$ cat config.mk
export PLATFORM = sky130hd
export DESIGN_NAME = romc
export DESIGN_NICKNAME = d
export VERILOG_FILES = /design/src/rtl/romc.sv
export SDC_FILE = /design/constraint.sdc
export NUM_CORES = 1
export LEC_CHECK = 0
export CAP_MARGIN = 40
export CORE_MARGIN = 2
export CORE_UTILIZATION = 46
export DETAILED_ROUTE_END_ITERATION = 10
export GPL_TIMING_DRIVEN = 0
export PLACE_DENSITY = 0.84
export SKIP_LAST_GASP = 1
export SYNTH_ARGS = -nofsm -noshare
export SYNTH_HDL_FRONTEND = slang
export SYNTH_SLANG_ARGS = --single-unit
$ cat constraint.sdc
create_clock -name clk -period 1.85 [get_ports clk]
set_clock_uncertainty 0.05 [all_clocks]
set_input_delay 0.37 -clock clk [delete_from_list [all_inputs] [get_ports clk]]
set_output_delay 0.37 -clock clk [all_outputs]
set_load 0.01 [all_outputs]
$ cat src/rtl/romc.sv
// rtl/romc.sv - dual-read-port 8x64 DCT-II coefficient ROM with registered outputs
//
// Purpose:
//   Constant ROM of the 8-point DCT-II matrix. Each word is one matrix row,
//   eight signed 8-bit coefficients scaled by 128. Column 0 is the MSB byte:
//   coefficient n sits at bits [63-8n : 56-8n]. Two independent read ports
//   let the row/column datapath fetch two rows per clock.
//
// Ports:
//   clk    in   1   rising-edge clock
//   reset  in   1   synchronous active-high reset; clears all output stages
//   addr1  in   3   read address, port 1
//   addr2  in   3   read address, port 2
//   dout1  out  64  registered read data, port 1
//   dout2  out  64  registered read data, port 2
//
// Configuration:
//   ROMC_PIPE2_EN  adds a second register stage on both ports (2-cycle latency).
//                  Undefined by default (1-cycle latency).

module romc (
    input  logic        clk,
    input  logic        reset,
    input  logic [2:0]  addr1,
    input  logic [2:0]  addr2,
    output logic [63:0] dout1,
    output logic [63:0] dout2
);

    // Row k, column n holds round(128 * c(k) * cos((2n+1) k pi / 16)),
    // with c(0) = 1/sqrt(8) and c(k>0) = 1/2.
    function automatic logic [63:0] rom_word(input logic [2:0] a);
        logic [63:0] w;
        w = 64'h0;
        case (a)
            3'd0: w = 64'h2D2D2D2D2D2D2D2D;
            3'd1: w = 64'h3F35240CF4DCCBC1;
            3'd2: w = 64'h3B18E8C5C5E8183B;
            3'd3: w = 64'h35F4C1DC243F0CCB;
            3'd4: w = 64'h2DD3D32D2DD3D32D;
            3'd5: w = 64'h24C10C35CBF43FDC;
            3'd6: w = 64'h18C53BE8E83BC518;
            3'd7: w = 64'h0CDC35C13FCB24F4;
            default: w = 64'h0;
        endcase
        return w;
    endfunction

`ifdef ROMC_PIPE2_EN
    // First stage captures the lookup; second stage is the output flop.
    // Reset clears both so no stale row leaks out after reset.
    logic [63:0] stage1_q;
    logic [63:0] stage2_q;

    always_ff @(posedge clk) begin
        if (reset) begin
            stage1_q <= 64'h0;
            stage2_q <= 64'h0;
            dout1    <= 64'h0;
            dout2    <= 64'h0;
        end else begin
            stage1_q <= rom_word(addr1);
            stage2_q <= rom_word(addr2);
            dout1    <= stage1_q;
            dout2    <= stage2_q;
        end
    end
`else
    // Outputs are driven straight from flops: no combinational path from
    // address to dout.
    always_ff @(posedge clk) begin
        if (reset) begin
            dout1 <= 64'h0;
            dout2 <= 64'h0;
        end else begin
            dout1 <= rom_word(addr1);
            dout2 <= rom_word(addr2);
        end
    end
`endif

endmodule

## Word-level counts from Yosys, hierarchy flattened

Memories as Yosys holds them, arrays and structs flattened. A register that Yosys moved wholly into a read port is not among the register bits.
Index checks and enable logic that the tools add are counted.

- Bits in registers: 128
- Logic and storage cells: 4
- Memories kept: 2
- RAM bits: 0
- Input bits: 8
- Bits in latches: 0
- Output and inout port bits: 128
- ROM bits: 976

- Equality and inequality tests: 0
- Multiply operators: 0
- Bitwise logic cells: 0
- Shift-type cells: 0
- Muxes and demuxes: 0
- $lt $le $gt $ge: 0
- Divide/modulo/power cells: 0
- $add $sub $neg: 0
- Reductions and logical operators: 0

Memories:

| name | words | bits a word | read ports | clocked after memory_dff | write ports | line | text |
|---|---|---|---|---|---|---|---|
| (name not given) | 8 | 61 | 1 | 1 | 0 | 35 | `case (a)` |
| (name not given) | 8 | 61 | 1 | 1 | 0 | 35 |  |

## Logic depth before layout (Yosys ltp)

Gate-level depths: netlist of run 1.

- Depth after elaboration: 0
- Gate-level depth with buffers: 4
- Gate-level depth less buffers: 4

## Worst setup path before layout of run 1

Ideal clock, no wire load.

- Kind: input to register
- Start: input addr1[0]
- End: register dout1[57]
- Data required time: 1683 ps
- Slack: 600 ps
- Setup time: 117 ps
- Arrival time: 1082 ps
- Path buffers: 0
- Stages: 4
- Path through: inv_1 > ha_1 > nor2b_1 > nor2b_1

RTL lines:

| item | line | text |
|---|---|---|
| start, declared | 24 | `input logic [2:0] addr1,` |
| end, declared | 26 | `output logic [63:0] dout1,` |

## Worst setup path in the final report of run 1

- Start: register dout2[7]
- End: output dout2[7]

RTL lines:

| item | line | text |
|---|---|---|
| start, declared | 27 | `output logic [63:0] dout2` |

No word-level cell between the ends.

==> flow_summary.toml, run 1 <==
[status]
status = "completed"

[yosys]
ys_seq_elements = 98
yosysSeqAreaShare = 0.5696
synth.distinct_cells = 27
avgSynthCellArea_sq_um = 10.34
yosysWarningCount = 0
synthFlopType = "dfxtp_1"
async_flop_share = 0
yosysTopAreaCell = "dfxtp_1"
synth_top_area_share = 0.5696
synth_area_sq_um = 3445
synth_cells = 333
synth_area_leaders = "dfxtp_1 57%, buf_4 7.0%, ha_1 5.8%"
synth_edf_count = 0
ys_top_cells_by_count = "98 x dfxtp_1, 38 x nor2_1, 34 x a21oi_1"
yosysMostFrequentCell = "dfxtp_1"

[floorplan]
coreArea_sq_um = 7253
initial_core_util = 0.4749
io_pins = 136
die_area_sq_um = 8197
num_rows = 31
die_x_microns = 90.54
die_h_microns = 90.54

[power_and_ir_drop]
ir_drop_mv = 0.5094
p_total_mw = 4.325
powerDensity_nw_per_um2 = 859.3
leakagePower_nw = 2.120
p_comb_frac = 0.190
p_switching_mw = 1.108
seqPwrFrac = 0.532
swShare = 0.2563
p_clk_frac = 0.278
p_int_mw = 3.217

[critical_path]
cp.required_ns = 1.43
cpMaxStageDelayCell = "clkdlybuf4s50_1"
path_max_fanout = 2
crit_buf_inv = 2
critPathTopFamily = "buffers and inverters"
cpPeakStageDelay_ns = 0.52
crit_path_start_kind = "flip-flop"
worst_setup_path_end_kind = "output port"
critPathKind = "reg2out"
worstPathArrival_ns = 1.37
path_cells = "buf_4 -> clkdlybuf4s50_1"

[timing]
setup_tns_ns = 0
max_freq_mhz = 558.2
fin_crit_ns = 1.792
tightest_slew_ns = 0.5636
slew_headroom = 0.6243
hold_viol = 0
grt_setup_unrepaired = "false"
setup_viol = 0
maxSlewViolCount = 0
min_period_over_period = 0.9684

[global_route]
grt.overflow.total = 0
grt_max_degree = 16
grt.total_usage = 0.2140
grt_pass1_vias = 2753
grt_pass1_wl_microns = 13590
antenna_found_initial = 0

[clocking]
clockRootBuffer = "clkbuf_8"
holdBufCountCts = 0
htreeDepth = 3
clock_path_buffers = 2
clkSlewWorstSetupHoldPaths_ns = 0.09
cts_tree = "built"
numClockSinks = 98
cts-buffers-inserted = 9

[min_path]
min_from = "addr2[2]"
whs_path_depth = 2
hold_path.class = "in2reg"
worstHoldEndpoint = "dout2[26]$_SDFF_PP0_"

[detailed_routing]
routed_wirelength_microns = 8786
drtPass1Iterations = 4
vias_per_cell = 4.700
route.detailed.drc = 0
antenna_left = 0
wl_per_cell_microns = 15.15
drt_iter0_markers = 116
vias = 2726

[placement]
finalWeightedCongestion = 0.8934
place.detailed.hpwl_microns = 6640
port_buffers = 127

[job]
cap_viol_max_count = 0

[layout]
final_core_util = 0.6940
n_antenna_cell = 0
area_growth_pct = 46.13
nets = 500
drive_gt1_frac = 0.1476
layout by cell type (no fill, tap or decap):
cell	count
a211oi_1	9
a211oi_2	1
a21boi_1	2
a21o_1	4
a21oi_1	34
a21oi_2	3
and2b_4	1
buf_1	1
buf_2	9
buf_4	32
buf_6	5
clkbuf_1	1
clkbuf_8	10
clkdlybuf4s50_1	123
clkinv_2	3
clkinvlp_4	2
conb_1	6
dfxtp_1	98
dlygate4sd2_1	3
dlymetal6s2s_1	1
ha_1	16
inv_1	9
inv_2	1
mux2i_1	2
nand2_1	9
nand2b_1	19
nor2_1	38
nor2b_1	17
nor3_1	10
nor3_2	2
nor3b_1	2
nor3b_2	2
or2_0	5
or2_1	1
through the flow:
stage                     area, sq um  cells  setup WS, ns  hold slack (ns)
after floorplan                  3463    338        0.6003           0.4127
after global placement           4858    564       -0.5030           0.6314
after detailed placement         4858    564       -0.4797           0.6537
after CTS                        5026    580      -0.02701           0.2733
after global routing             5034    580       0.01493           0.3022
final                            5034    580       0.05841           0.2836
timing repair:
action | in CTS | in global routing
setup endpoints to repair | 11 | 9
endpoints found under the hold margin | 0 | 0
gates cloned | 0 | 0
gates resized for setup | 3 | 2
setup buffers | 0 | 0
layout make-up:
class | count | area (sq um)
flip-flops and latches | 98 | 1962
clock inverters | 5 | 30.03
multi-input cells | 183 | 1124
repair buffers | 127 | 1270
plain buffers | 47 | 345.3
fillers | 582 | 2220
well taps | 99 | 123.9
inverters | 10 | 37.54
clock buffers | 11 | 141.4
registers in the layout, indices dropped and copies added (netlist names):
register  cells
dout2        49
dout1        49
kinds of logic after synthesis:
kind of cell,count (synthesis),synth area share
flip-flops,98,0.5696
other,1,0.001089
adder cells (fa/ha/maj),16,0.05812
AO/OA/AOI/OAI,53,0.09335
multiplexers,2,0.005812
AND/OR/NAND/NOR,106,0.1609
buffers and inverters,57,0.1111
layer usage:
layer,vias to the layer above,global-route usage,share of wire
met5,-,0,0
met4,0,0.1346,0.040
met3,26,0.04424,0.064
met2,125,0.3539,0.49
met1,1257,0.2533,0.40
li1,1318,-,-
worst max path at each step:
stage,from,endpoint,slack (ns),cells past startpoint
2_1_floorplan,addr1[0],dout1[57]$_SDFF_PP0_,0.60,4
3_3_place_gp,addr1[1],dout1[57]$_SDFF_PP0_,-0.50,5
3_5_place_dp,addr1[1],dout1[57]$_SDFF_PP0_,-0.48,5
4_1_cts,addr2[0],dout2[15]$_SDFF_PP0_,-0.03,5
5_1_grt,addr1[1],dout1[57]$_SDFF_PP0_,0.01,5
6_report,dout2[7]$_SDFF_PP0_,dout2[7],0.06,2
power groups by stage:
stage	combinational [mW]	sequential (mW)	clock [mW]
after floorplan	0.307	2.41	0
after global placement	0.802	2.35	0
after detailed placement	0.821	2.35	0
after CTS	0.823	2.30	1.21
after global routing	0.877	2.31	1.29
final	0.822	2.30	1.20
(Power assumes the default switching activity.)
==> run 2, diff against run 1 <==
--- a/config.mk
+++ b/config.mk
@@ -10,7 +10,7 @@
 export CORE_UTILIZATION = 46
 export DETAILED_ROUTE_END_ITERATION = 10
 export GPL_TIMING_DRIVEN = 0
-export PLACE_DENSITY = 0.84
+export PLACE_DENSITY = 0.86
 export SKIP_LAST_GASP = 1
 export SYNTH_ARGS = -nofsm -noshare
 export SYNTH_HDL_FRONTEND = slang
==> run 2 against run 1 <==
  * Combinational power down 0.5%
  * Global-route usage down 0.29 points
  * Critical path depth unchanged
  * Final area up 0.72%
  * Power up 6.2%
  * Core utilization up 0.50 points
  * Sequential power about the same
  * Die area unchanged
  * Setup slack better by 0.021 ns
  * Fmax up 1.2%
  * Routed wire length down 1.5%
  * Critical path type unchanged
==> flow_summary.toml, run 2 (same netlist as run 1, synthesis figures left out) <==
[status]
status = "completed"

[layout]
final_common_cell = "clkdlybuf4s50_1"
nets = 500
n_antenna_cell = 0
area_growth_pct = 47.18
drive_gt1_frac = 0.1476
reg.largest.list = "dout1: 49 flops, dout2: 49 flops"
final_core_util = 0.6990
final_cell_area_sq_um = 5070
final_cell_mix = "123 x clkdlybuf4s50_1, 98 x dfxtp_1, 38 x nor2_1, 34 x a21oi_1, 32 x buf_4"

[detailed_routing]
top_layer = "met4"
drt_iter0_markers = 113
route.detailed.drc = 0
routed_wirelength_microns = 8656
routed-wl-met3_microns = 466
antenna_left = 0
routed-wl-met2_microns = 4308
drtPass1Iterations = 4
wl_per_cell_microns = 14.92
met1Wirelength_microns = 3671
vias = 2733
vias_per_cell = 4.712

[timing]
maxSlewViolCount = 0
max_freq_mhz = 564.7
grt_setup_unrepaired = "true"
slew_headroom = 0.5962
tightest_slew_ns = 0.6056
fin_crit_ns = 1.771
setup_tns_ns = 0
min_period_over_period = 0.9572
whs_ns = 0.2830
hold_viol = 0
setup_slack_ns = 0.07918
setup_viol = 0

[critical_path]
cpMaxStageDelayCell = "clkdlybuf4s50_1"
critPathKind = "reg2out"
path_max_fanout = 2
crit_buf_inv = 2
path_cells = "buf_4 -> clkdlybuf4s50_1"
cp-startpoint = "dout1[32]$_SDFF_PP0_"
cpPeakStageDelay_ns = 0.53
worstPathArrival_ns = 1.35
crit_path_start_kind = "flip-flop"
critPathTopFamily = "buffers and inverters"
cp.required_ns = 1.43
worst-path-stages = 2
cp-endpoint = "dout1[32]"
worst_setup_path_end_kind = "output port"

[clocking]
cts_tree = "built"
holdBufCountCts = 0
cts_setup_buffers = 0
cts-buffers-inserted = 9
clkSlewWorstSetupHoldPaths_ns = 0.08
clockRootBuffer = "clkbuf_8"
numClockSinks = 98
clock_path_buffers = 2
htreeDepth = 3

[global_route]
grt.total_usage = 0.2111
grt_pass1_wl_microns = 13630
grt_pass1_vias = 2636
grt.overflow.total = 0
grt_max_degree = 16
antenna_found_initial = 0

[power_and_ir_drop]
powerDensity_nw_per_um2 = 905.9
ir_drop_mv = 0.4078
leakagePower_nw = 2.132

[min_path]
min_from = "reset"
hold_path.class = "in2reg"

[floorplan]
die_area_sq_um = 8197
initial_core_util = 0.4749
coreArea_sq_um = 7253
die_x_microns = 90.54
num_rows = 31
die_h_microns = 90.54
io_pins = 136

[placement]
place_ws_ns = -0.5777
port_buffers = 127
placed_area_sq_um = 4858
finalWeightedCongestion = 0.9133
place.detailed.hpwl_microns = 6459

[job]
cap_viol_max_count = 0
run 2: how the worst min path moves through the flow:
stage	to	depth (start not counted)
finish	dout1[26]$_SDFF_PP0_	2
global placement	dout2[26]$_SDFF_PP0_	2
global route	dout1[26]$_SDFF_PP0_	2
CTS	dout1[26]$_SDFF_PP0_	2
detailed placement	dout1[26]$_SDFF_PP0_	2
floorplan	dout1[48]$_SDFF_PP0_	1
run 2: through the flow:
step           power [mW]  std cells
6_report            4.593        580
5_1_grt             4.759        580
4_1_cts             4.613        580
3_5_place_dp        3.170        564
3_3_place_gp        3.150        564
2_1_floorplan       2.721        338
run 2: per-layer routing:
layer	vias up	GRT usage
li1	1325	-
met1	1278	0.2631
met2	106	0.3582
met3	24	0.04674
met4	0	0.07692
met5	-	0
run 2: layout make-up:
| type | count | area (sq um) |
|---|---|---|
| Fill cell | 572 | 2183 |
| Sequential cell | 98 | 1962 |
| Timing Repair Buffer | 127 | 1264 |
| Multi-Input combinational cell | 183 | 1119 |
| Buffer | 47 | 345.3 |
| Clock buffer | 11 | 141.4 |
| Tap cell | 99 | 123.9 |
| Clock inverter | 5 | 77.57 |
| Inverter | 10 | 37.54 |
run 2: timing repair:
| item | 4_1_cts | 5_1_grt |
|---|---|---|
| gates resized for setup | 4 | 3 |
| gates cloned | 0 | 0 |
| endpoints found under the setup margin | 13 | 5 |
run 2: report_power, final:
group          switching (mW)  total [mW]  internal, mW
combinational           0.370       0.818         0.449
clock                   0.680        1.47         0.794
sequential             0.0522        2.30          2.25
total                    1.10        4.59          3.49
